--- src/rtl/rinsc_pkg.sv ---
// Shared definitions for the RINSC decode stage: opcodes, control field
// encodings, the control bundle and the in-flight destination entry.
package rinsc_pkg;

    // Opcode map
    localparam logic [7:0] OP_NOP   = 8'h00;
    localparam logic [7:0] OP_R_LO  = 8'h01;
    localparam logic [7:0] OP_R_HI  = 8'h09;
    localparam logic [7:0] OP_I_LO  = 8'h11;
    localparam logic [7:0] OP_I_HI  = 8'h19;
    localparam logic [7:0] OP_SH_LO = 8'h26;
    localparam logic [7:0] OP_SH_HI = 8'h28;
    localparam logic [7:0] OP_LW    = 8'h30;
    localparam logic [7:0] OP_SW    = 8'h31;
    localparam logic [7:0] OP_JMP   = 8'h40;
    localparam logic [7:0] OP_JAL   = 8'h41;

    // ALU operation base values subtracted from the opcode low nibble
    localparam logic [3:0] ALU_ADD     = 4'b0000;
    localparam logic [3:0] R_BASE_LO   = 4'h1;
    localparam logic [3:0] I_BASE_LO   = 4'h1;
    localparam logic [3:0] SH_BASE_LO  = 4'h0;

    // ALU B-operand select
    localparam logic [1:0] SRC_REG   = 2'b00;
    localparam logic [1:0] SRC_IMM   = 2'b01;
    localparam logic [1:0] SRC_SHAMT = 2'b10;

    // Writeback select
    localparam logic [1:0] WB_MEM = 2'b00;
    localparam logic [1:0] WB_ALU = 2'b01;
    localparam logic [1:0] WB_PC4 = 2'b10;

    // One scoreboard slot per instruction in EX, MEM and WB
    localparam int PEND_DEPTH = 3;

    typedef struct packed {
        logic       valid;
        logic [4:0] rd;
    } pend_t;

    typedef struct packed {
        logic       mem_read;
        logic       mem_write;
        logic       reg_write;
        logic       pc_src;
        logic [1:0] mem_to_reg;
        logic [3:0] alu_op;
        logic [1:0] alu_src;
    } ctrl_t;

    localparam ctrl_t CTRL_NONE = ctrl_t'(12'd0);

    // Event counters stick at all-ones instead of wrapping
    function automatic logic [15:0] sat_inc16(input logic [15:0] value);
        logic [15:0] result;
        if (value == 16'hFFFF) begin
            result = value;
        end else begin
            result = value + 16'd1;
        end
        return result;
    endfunction

endpackage

--- src/rtl/control_decoder.sv ---
// Purely combinational opcode decoder: produces the control bundle, which
// source registers the instruction reads, and an undefined-opcode flag.
module control_decoder
    import rinsc_pkg::*;
(
    input  logic [7:0] op,
    output ctrl_t      ctrl,
    output logic       uses_rs1,
    output logic       uses_rs2,
    output logic       illegal
);

    // Opcode to control bundle; unknown opcodes fall back to a NOP
    always_comb begin
        ctrl     = CTRL_NONE;
        uses_rs1 = 1'b0;
        uses_rs2 = 1'b0;
        illegal  = 1'b0;
        if (op == OP_NOP) begin
            ctrl = CTRL_NONE;
        end else if ((op >= OP_R_LO) && (op <= OP_R_HI)) begin
            ctrl.reg_write  = 1'b1;
            ctrl.mem_to_reg = WB_ALU;
            ctrl.alu_src    = SRC_REG;
            ctrl.alu_op     = op[3:0] - R_BASE_LO;
            uses_rs1        = 1'b1;
            uses_rs2        = 1'b1;
        end else if ((op >= OP_I_LO) && (op <= OP_I_HI)) begin
            ctrl.reg_write  = 1'b1;
            ctrl.mem_to_reg = WB_ALU;
            ctrl.alu_src    = SRC_IMM;
            ctrl.alu_op     = op[3:0] - I_BASE_LO;
            uses_rs1        = 1'b1;
        end else if ((op >= OP_SH_LO) && (op <= OP_SH_HI)) begin
            ctrl.reg_write  = 1'b1;
            ctrl.mem_to_reg = WB_ALU;
            ctrl.alu_src    = SRC_SHAMT;
            ctrl.alu_op     = op[3:0] - SH_BASE_LO;
            uses_rs1        = 1'b1;
        end else if (op == OP_LW) begin
            ctrl.mem_read   = 1'b1;
            ctrl.reg_write  = 1'b1;
            ctrl.mem_to_reg = WB_MEM;
            ctrl.alu_src    = SRC_IMM;
            ctrl.alu_op     = ALU_ADD;
            uses_rs1        = 1'b1;
        end else if (op == OP_SW) begin
            ctrl.mem_write  = 1'b1;
            ctrl.alu_src    = SRC_IMM;
            ctrl.alu_op     = ALU_ADD;
            uses_rs1        = 1'b1;
            uses_rs2        = 1'b1;
        end else if (op == OP_JMP) begin
            ctrl.pc_src     = 1'b1;
        end else if (op == OP_JAL) begin
            ctrl.pc_src     = 1'b1;
            ctrl.reg_write  = 1'b1;
            ctrl.mem_to_reg = WB_PC4;
        end else begin
            illegal = 1'b1;
        end
    end

endmodule

--- src/rtl/pipeline_control.sv ---
// ID-stage pipeline control: decodes the IF/ID instruction, detects RAW
// hazards against the three older in-flight writers, inserts bubbles,
// flushes after jumps and keeps sticky/saturating status.
module pipeline_control
    import rinsc_pkg::*;
(
    input  logic        clk,
    input  logic        reset,
    input  logic [7:0]  Op,
    input  logic [4:0]  Rs1,
    input  logic [4:0]  Rs2,
    input  logic [4:0]  Rd,
    output logic        MemRead,
    output logic        MemWrite,
    output logic        RegWrite,
    output logic        PCSrc,
    output logic [1:0]  MemToReg,
    output logic [3:0]  ALUOp,
    output logic [1:0]  ALUSrc,
    output logic        Stall,
    output logic        Flush,
    output logic        Illegal,
    output logic [15:0] StallCount,
    output logic [15:0] FlushCount
);

    ctrl_t       dec_ctrl_s;
    ctrl_t       ctrl_s;
    logic        uses_rs1_s;
    logic        uses_rs2_s;
    logic        dec_illegal_s;
    logic        active_s;
    logic        hazard_s;
    logic        stall_s;
    logic        issue_s;
    logic        flush_s;

    logic        id_valid_r;
    pend_t       pend_r [PEND_DEPTH];
    logic        illegal_r;
    logic [15:0] stall_count_r;
    logic [15:0] flush_count_r;

    control_decoder u_decoder (
        .op       (Op),
        .ctrl     (dec_ctrl_s),
        .uses_rs1 (uses_rs1_s),
        .uses_rs2 (uses_rs2_s),
        .illegal  (dec_illegal_s)
    );

    // Gating reset here forces every control output low while reset is held
    assign active_s = id_valid_r & ~reset;

    // RAW hazard: any used source matches a valid in-flight destination (r0 included)
    always_comb begin
        hazard_s = 1'b0;
        for (int i = 0; i < PEND_DEPTH; i++) begin
            hazard_s = hazard_s | (pend_r[i].valid &
                       ((uses_rs1_s & (pend_r[i].rd == Rs1)) |
                        (uses_rs2_s & (pend_r[i].rd == Rs2))));
        end
    end

    // Issue or bubble; jumps never stall because they read no sources
    always_comb begin
        stall_s = active_s & hazard_s;
        issue_s = active_s & ~hazard_s;
        if (issue_s) begin
            ctrl_s = dec_ctrl_s;
        end else begin
            ctrl_s = CTRL_NONE;
        end
        flush_s = issue_s & dec_ctrl_s.pc_src;
    end

    assign MemRead    = ctrl_s.mem_read;
    assign MemWrite   = ctrl_s.mem_write;
    assign RegWrite   = ctrl_s.reg_write;
    assign PCSrc      = ctrl_s.pc_src;
    assign MemToReg   = ctrl_s.mem_to_reg;
    assign ALUOp      = ctrl_s.alu_op;
    assign ALUSrc     = ctrl_s.alu_src;
    assign Stall      = stall_s;
    assign Flush      = flush_s;
    assign Illegal    = illegal_r;
    assign StallCount = stall_count_r;
    assign FlushCount = flush_count_r;

    // IF/ID valid bit: held while stalled, dropped for the slot behind a jump
    always_ff @(posedge clk or posedge reset) begin
        if (reset) begin
            id_valid_r <= 1'b0;
        end else if (!stall_s) begin
            id_valid_r <= ~flush_s;
        end else begin
            id_valid_r <= id_valid_r;
        end
    end

    // Destination scoreboard shifts every edge; bubbles enter as invalid
    always_ff @(posedge clk or posedge reset) begin
        if (reset) begin
            for (int i = 0; i < PEND_DEPTH; i++) begin
                pend_r[i] <= pend_t'(6'd0);
            end
        end else begin
            pend_r[0].valid <= ctrl_s.reg_write;
            pend_r[0].rd    <= Rd;
            for (int i = 1; i < PEND_DEPTH; i++) begin
                pend_r[i] <= pend_r[i-1];
            end
        end
    end

    // Sticky undefined-opcode flag, cleared only by reset
    always_ff @(posedge clk or posedge reset) begin
        if (reset) begin
            illegal_r <= 1'b0;
        end else if (active_s && dec_illegal_s) begin
            illegal_r <= 1'b1;
        end else begin
            illegal_r <= illegal_r;
        end
    end

    // Saturating stall and flush event counters
    always_ff @(posedge clk or posedge reset) begin
        if (reset) begin
            stall_count_r <= 16'd0;
            flush_count_r <= 16'd0;
        end else begin
            stall_count_r <= stall_s ? sat_inc16(stall_count_r) : stall_count_r;
            flush_count_r <= flush_s ? sat_inc16(flush_count_r) : flush_count_r;
        end
    end

endmodule

--- config.mk ---
export PLATFORM = sky130hd
export DESIGN_NAME = pipeline_control
export DESIGN_NICKNAME = d
export VERILOG_FILES = /design/src/rtl/rinsc_pkg.sv /design/src/rtl/control_decoder.sv /design/src/rtl/pipeline_control.sv
export SDC_FILE = /design/constraint.sdc
export NUM_CORES = 1
export LEC_CHECK = 0
export CORE_UTILIZATION = 35
export DETAILED_ROUTE_END_ITERATION = 8
export PLACE_DENSITY = 0.61
export SYNTH_ARGS = -nofsm -noshare
export SYNTH_HDL_FRONTEND = slang
export SYNTH_SLANG_ARGS = --single-unit
export TNS_END_PERCENT = 5
--- constraint.sdc ---
create_clock -name clk -period 2.8 [get_ports clk]
set_input_delay 0.42 -clock clk [delete_from_list [all_inputs] [get_ports clk]]
set_output_delay 0.42 -clock clk [all_outputs]
set_load 0.05 [all_outputs]
=== Word-level counts from Yosys, hierarchy flattened ===
Index checks and enable logic that the tools add are counted.

* Register bits: 52
* Bits of input ports: 25
* Logic and storage cells: 104

* $add $sub $neg: 3
* Order comparisons: 6
* Equality and inequality tests: 12
* Mux-type cells: 43
* Bitwise gates (word level): 23
* Reduce and logical (&&, ||, !) cells: 7

{| class="wikitable"
|+ Operators with widths
! cell !! count
|-
| adder 16 x 1 -> 16 bit, second input constant || 2
|-
| equality test 16 bit, second input constant || 2
|-
| two-way mux 8 bit || 4
|-
| two-way mux 1 bit || 31
|-
| equality test 5 bit || 6
|-
| two-way mux 12 bit || 2
|-
| equality test 8 x 6 -> 1 bit, second input constant || 2
|-
| equality test 8 x 7 -> 1 bit, second input constant || 2
|-
| AND 1 bit || 13
|-
| greater-or-equal comparator 8 x 1 -> 1 bit, second input constant || 1
|-
| greater-or-equal comparator 8 x 5 -> 1 bit, second input constant || 1
|-
| greater-or-equal comparator 8 x 6 -> 1 bit, second input constant || 1
|-
| <= comparator 8 x 4 -> 1 bit, second input constant || 1
|-
| <= comparator 8 x 5 -> 1 bit, second input constant || 1
|-
| <= comparator 8 x 6 -> 1 bit, second input constant || 1
|-
| logical NOT 8 bit || 1
|-
| two-way mux 2 bit || 4
|-
| two-way mux 4 bit || 2
|-
| NOT 1 bit || 5
|-
| OR 1 bit || 5
|-
| logical AND 1 bit || 4
|-
| AND reduction 2 bit || 2
|-
| subtractor 4 x 1 -> 4 bit, second input constant || 1
|}

=== Depth between registers and ports, before layout ===
Gate-level depths: netlist of the first run.

* Word-level depth: 16
* Depth in mapped cells: 10
* Mapped depth without buffers: 8

=== Hierarchy ===
A second synthesis of the first run with hierarchy kept.

* Cells, all modules: 297
* Area total of the unflattened synthesis: 3,006.6 sq um

{| class="wikitable"
|+ By module, submodules not included
! module !! instances !! cells each !! area each (sq um) !! seq. area each (sq um)
|-
| pipeline_control || 1 || 239 || 2,601.2 || 1,301.2
|-
| control_decoder || 1 || 58 || 405.4 || 0.0
|}

=== Least setup slack after synthesis of the first run ===
OpenSTA, ideal clock, no wires.

* Kind: input-to-output
* From: in Op[1]
* To: out PCSrc
* Arrival time: 3.059 ns
* Data required time: 2.380 ns
* Setup slack: -0.679 ns
* Stages on the path: 10
* Buffers on the path: 2
* Cells stage by stage: inv_1 -> ha_1 -> nor4b_4 -> a211oi_4 -> a311o_4 -> o31ai_4 -> buf_8 -> o221ai_2 -> nor2_1 -> buf_4

* Word-level cells in the longest chain between the ends: 15

{| class="wikitable"
|+ Ends and longest elaborated chain
! what !! line !! source
|-
| start, declared || pipeline_control.sv:9 || <nowiki>input logic [7:0] Op,</nowiki>
|-
| parallel branches: the longest is 14 deep, another holds greater-or-equal comparator 8 x 6 -> 1 bit || - ||
|-
| two-way mux 12 bit * || pipeline_control.sv:69 || <nowiki>if (issue_s) begin</nowiki>
|-
| end, declared || pipeline_control.sv:16 || <nowiki>output logic PCSrc,</nowiki>
|}

Mark *: on every way between the ends.

=== Worst setup path after layout of the first run ===
* From: in Op[7]
* To: out Stall

* Word-level cells in the longest chain between the ends: 13

{| class="wikitable"
|+ Ends and longest elaborated chain
! what !! line !! source
|-
| parallel branches: the longest is 11 deep, another holds greater-or-equal comparator 8 x 6 -> 1 bit || - ||
|-
| OR 1 bit * || pipeline_control.sv:59 || <nowiki>hazard_s = hazard_s | (pend_r[i].valid &</nowiki>
|-
| AND 1 bit * || pipeline_control.sv:67 || <nowiki>stall_s = active_s & hazard_s;</nowiki>
|-
| end, declared || pipeline_control.sv:20 || <nowiki>output logic Stall,</nowiki>
|}

Marks and branches as above.

==> flow_summary_export.csv, run 1 <==
group,metric,value,unit
power,power_density,317.0,nW/um2
logic_synthesis,synth.avg_cell_area,11.36,um2
layout,layout_common_cells,"51 x dfrtp_1, 45 x buf_4, 39 x clkdlybuf4s50_1",
layout,fill_cells,705,
worst_setup_path,start_kind,"primary input",
placed_design,port_buffers,71,
run,maxCapViolations,0,
min_path,hp-class,"reg2reg",
power,swShare,0.2814,
logic_synthesis,netlist.area_leader.share,0.4211,
placed_design,hpwlAfterDp,5589,um
worst_setup_path,rr_startpoint,"pend_r[16]",
timing,tightest_slew,0.5333,ns
layout,final-seq-area,1303,um2
global_route,grt_pass1_wl,12360,um
global_route,grt_pass1_vias,2448,
power,power_frac_comb,0.164,
placed_design,placedCellCount,479,
timing,period_share,0.9729,
power,peakVddDrop,0.1837,mV
run_status,outcome,"finished clean",
layout,drive_above_1_share,0.3325,
timing,rsz0062_at_grt,"yes",
timing,relSlewSlack,0.6434,
layout,final_util,0.5584,
logic_synthesis,syn-instance-count,272,
timing,fin_crit,2.724,ns
global_route,overflow,0,
layout,multi_input_comb_area,1821,um2
placed_design,gp_congestion,0.7923,
min_path,min_from,"pend_r[11]",
routing,routedWlPerCell,14.96,um
layout,fin_nets,423,
worst_setup_path,critPathCaptureType,"output pin",
cts,clock_sinks,52,
routing,firstDrtPassIters,4,
worst_setup_path,cp.required,2.38,ns
worst_setup_path,cp_slowest_cell,"or4b_4",
worst_setup_path,path_class,"in2out",
power,p_leak,2.027,nW
timing,max_freq,367.1,MHz
routing,vias,2505,
global_route,grt_max_degree,36,
logic_synthesis,async_reset_ff_frac,1.000,
routing,drt_wl_total,7466,um
floorplan,initial_core_util,0.3687,
floorplan,chipHeight,95.97,um
logic_synthesis,ys_seq_area_frac,0.4211,
routing,drc,0,
cts,clk_latency,0.31,ns
layout,final_cell_count_no_fill,499,
power,pwr-share-seq,0.527,
layout,area_growth,51.46,%
timing,holdWs,0.4079,ns
logic_synthesis,synth_area,3090,um2
worst_setup_path,crit_fanout,8,
cts,cts_buffer_depth,2,
floorplan,fp.dieArea,9209,um2
logic_synthesis,synth_edf_count,0,
floorplan,core-area,8382,um2
timing,hold_violations,0,
global_route,grt_use_total,0.1755,
timing,finClkSkew,0.01023,ns
cts,h-tree-depth,2,
timing,final-max-slew-violation-count,0,
logic_synthesis,synth.largest_area_cell,"dfrtp_1",
logic_synthesis,synth-seq-cells,52,
worst_setup_path,r2r_slack,0.38,ns
floorplan,num_rows,33,
floorplan,io_pins,72,
routing,drt_iter0_drc,106,
power,internal_power,1.066,mW
global_route,antenna_found_initial,0,
cts,cts_tree,"built",
logic_synthesis,yosys_warnings,0,
floorplan,die_x,95.97,um
logic_synthesis,syn_nets,302,
power,power.switching,0.4175,mW
layout,antenna_cells,0,
worst_setup_path,max_stage_delay,0.55,ns
worst_setup_path,cp_cell_sequence,"dlygate4sd2_1 > or4b_4 > a21oi_4 > a311o_4 > o31ai_4 > buf_4 > buf_6 > a21boi_4 > buf_12",
power,clkPwrFrac,0.309,
routing,ant_nets,0,
logic_synthesis,yosys.cell_types.count,55,
timing,fin_tns_setup,0,ns
worst_setup_path,crit_start,"Op[7]",
cts,clkTransAtPathRegs,0.11,ns
layout,final_common_cell,"dfrtp_1",
cts,cts_hold_buf,0,
cts,clock-root-buffer,"clkbuf_8",
cts,numCtsBuffers,5,
logic_synthesis,synth.area.top_cells,"dfrtp_1 42%, xor2_1 9.6%, xnor2_1 7.4%",
timing,setup_viol,0,
logic_synthesis,ys.flop_type,"dfrtp_1",
worst_setup_path,critical_path_arrival,2.30,ns
routing,viasPerCell,5.020,
-- state kept, by name, indices dropped and copies added (netlist names) --
name,cells
pend_r,18
FlushCount,16
id_valid_r,1
Illegal,1
StallCount,16
-- final cells by class --
cell class / count / area share
Clock buffer: 5 / 0.01470
Multi-Input combinational cell: 200 / 0.3889
Inverter: 13 / 0.01149
Sequential cell: 52 / 0.2783
Timing Repair Buffer: 121 / 0.2727
Clock inverter: 3 / 0.005881
Tap cell: 105 / 0.02807
-- layer usage --
| metal | vias to the layer above | share of wire | GRT usage |
|---|---|---|---|
| li1 | 1210 | - | - |
| met1 | 1217 | 0.47 | 0.2465 |
| met2 | 66 | 0.47 | 0.2756 |
| met3 | 12 | 0.046 | 0.03081 |
| met4 | 0 | 0.016 | 0.05348 |
| met5 | - | 0 | 0 |
-- stage by stage --
stage | total power [mW] | area (um2) | setup slack [ns]
after floorplan | 0.9178 | 3152 | -0.2399
after detailed placement | 1.027 | 4367 | -0.4042
after CTS | 1.488 | 4538 | -0.01327
after global routing | 1.551 | 4681 | -0.008583
after global placement | 1.025 | 4367 | -0.3585
final | 1.484 | 4681 | 0.07589
-- synth_stat cells, drive strengths merged (3+ instances only) --
| master | number |
|---|---|
| nor4b | 3 |
| a211oi | 7 |
| or3 | 3 |
| a2111oi | 9 |
| nor2 | 19 |
| nand3b | 3 |
| nand4 | 10 |
| nor3b | 3 |
| nand3 | 13 |
| nand2 | 14 |
| a21oi | 5 |
| a31oi | 3 |
| buf | 8 |
| xnor2 | 26 |
| nor4 | 6 |
| xor2 | 34 |
| inv | 13 |
| nor3 | 5 |
| and3 | 6 |
| ha | 5 |
| dfrtp | 52 |
-- logic make-up after synthesis --
group           count (synthesis)  synth area share
buf+inv                        21           0.03967
mux                             3           0.01174
xor+xnor                       60            0.1700
flops                          52            0.4211
fa+ha+maj                       5           0.02024
simple gates                   95            0.1814
compound gates                 36            0.1559
-- worst paths after layout --
check,endpoint,depth (start not counted)
max,Stall,9
min,pend_r[5],0
max reg2reg,StallCount[15],9
min reg2reg,pend_r[5],0
max in group asynchronous,pend_r[16],3
min in group asynchronous,id_valid_r,2
-- power groups by stage --
stage	sequential [mW]	clock, mW	combinational (mW)
3_3_place_gp	0.796	0	0.229
4_1_cts	0.782	0.471	0.236
6_report	0.782	0.458	0.244
3_5_place_dp	0.796	0	0.231
5_1_grt	0.785	0.501	0.265
2_1_floorplan	0.804	0	0.114
-- worst max-delay path: cells and delay by family --
kind	cells	cell delay (ns)
and+or+nand+nor	1	0.55
AOI/OAI and AO/OA	4	0.60
buffers and inverters	4	0.74
-- timing repair --
item                                    in CTS  in global routing
setup buffers                                1                 10
endpoints found under the hold margin        0                  0
endpoints found under the setup margin      14                 14
pin swaps                                    5                 12
gates resized for setup                     24                 27
gates cloned                                 1                  0
Power figures use the tool's default switching activity.
==> run 2, diff against run 1 <==
--- a/config.mk
+++ b/config.mk
@@ -5,6 +5,7 @@
 export SDC_FILE = /design/constraint.sdc
 export NUM_CORES = 1
 export LEC_CHECK = 0
+export CAP_MARGIN = 20
 export CORE_UTILIZATION = 35
 export DETAILED_ROUTE_END_ITERATION = 8
 export PLACE_DENSITY = 0.61
==> results of run 2 <==
No change in the layout: final DEF, timing and power equal those of run 1.
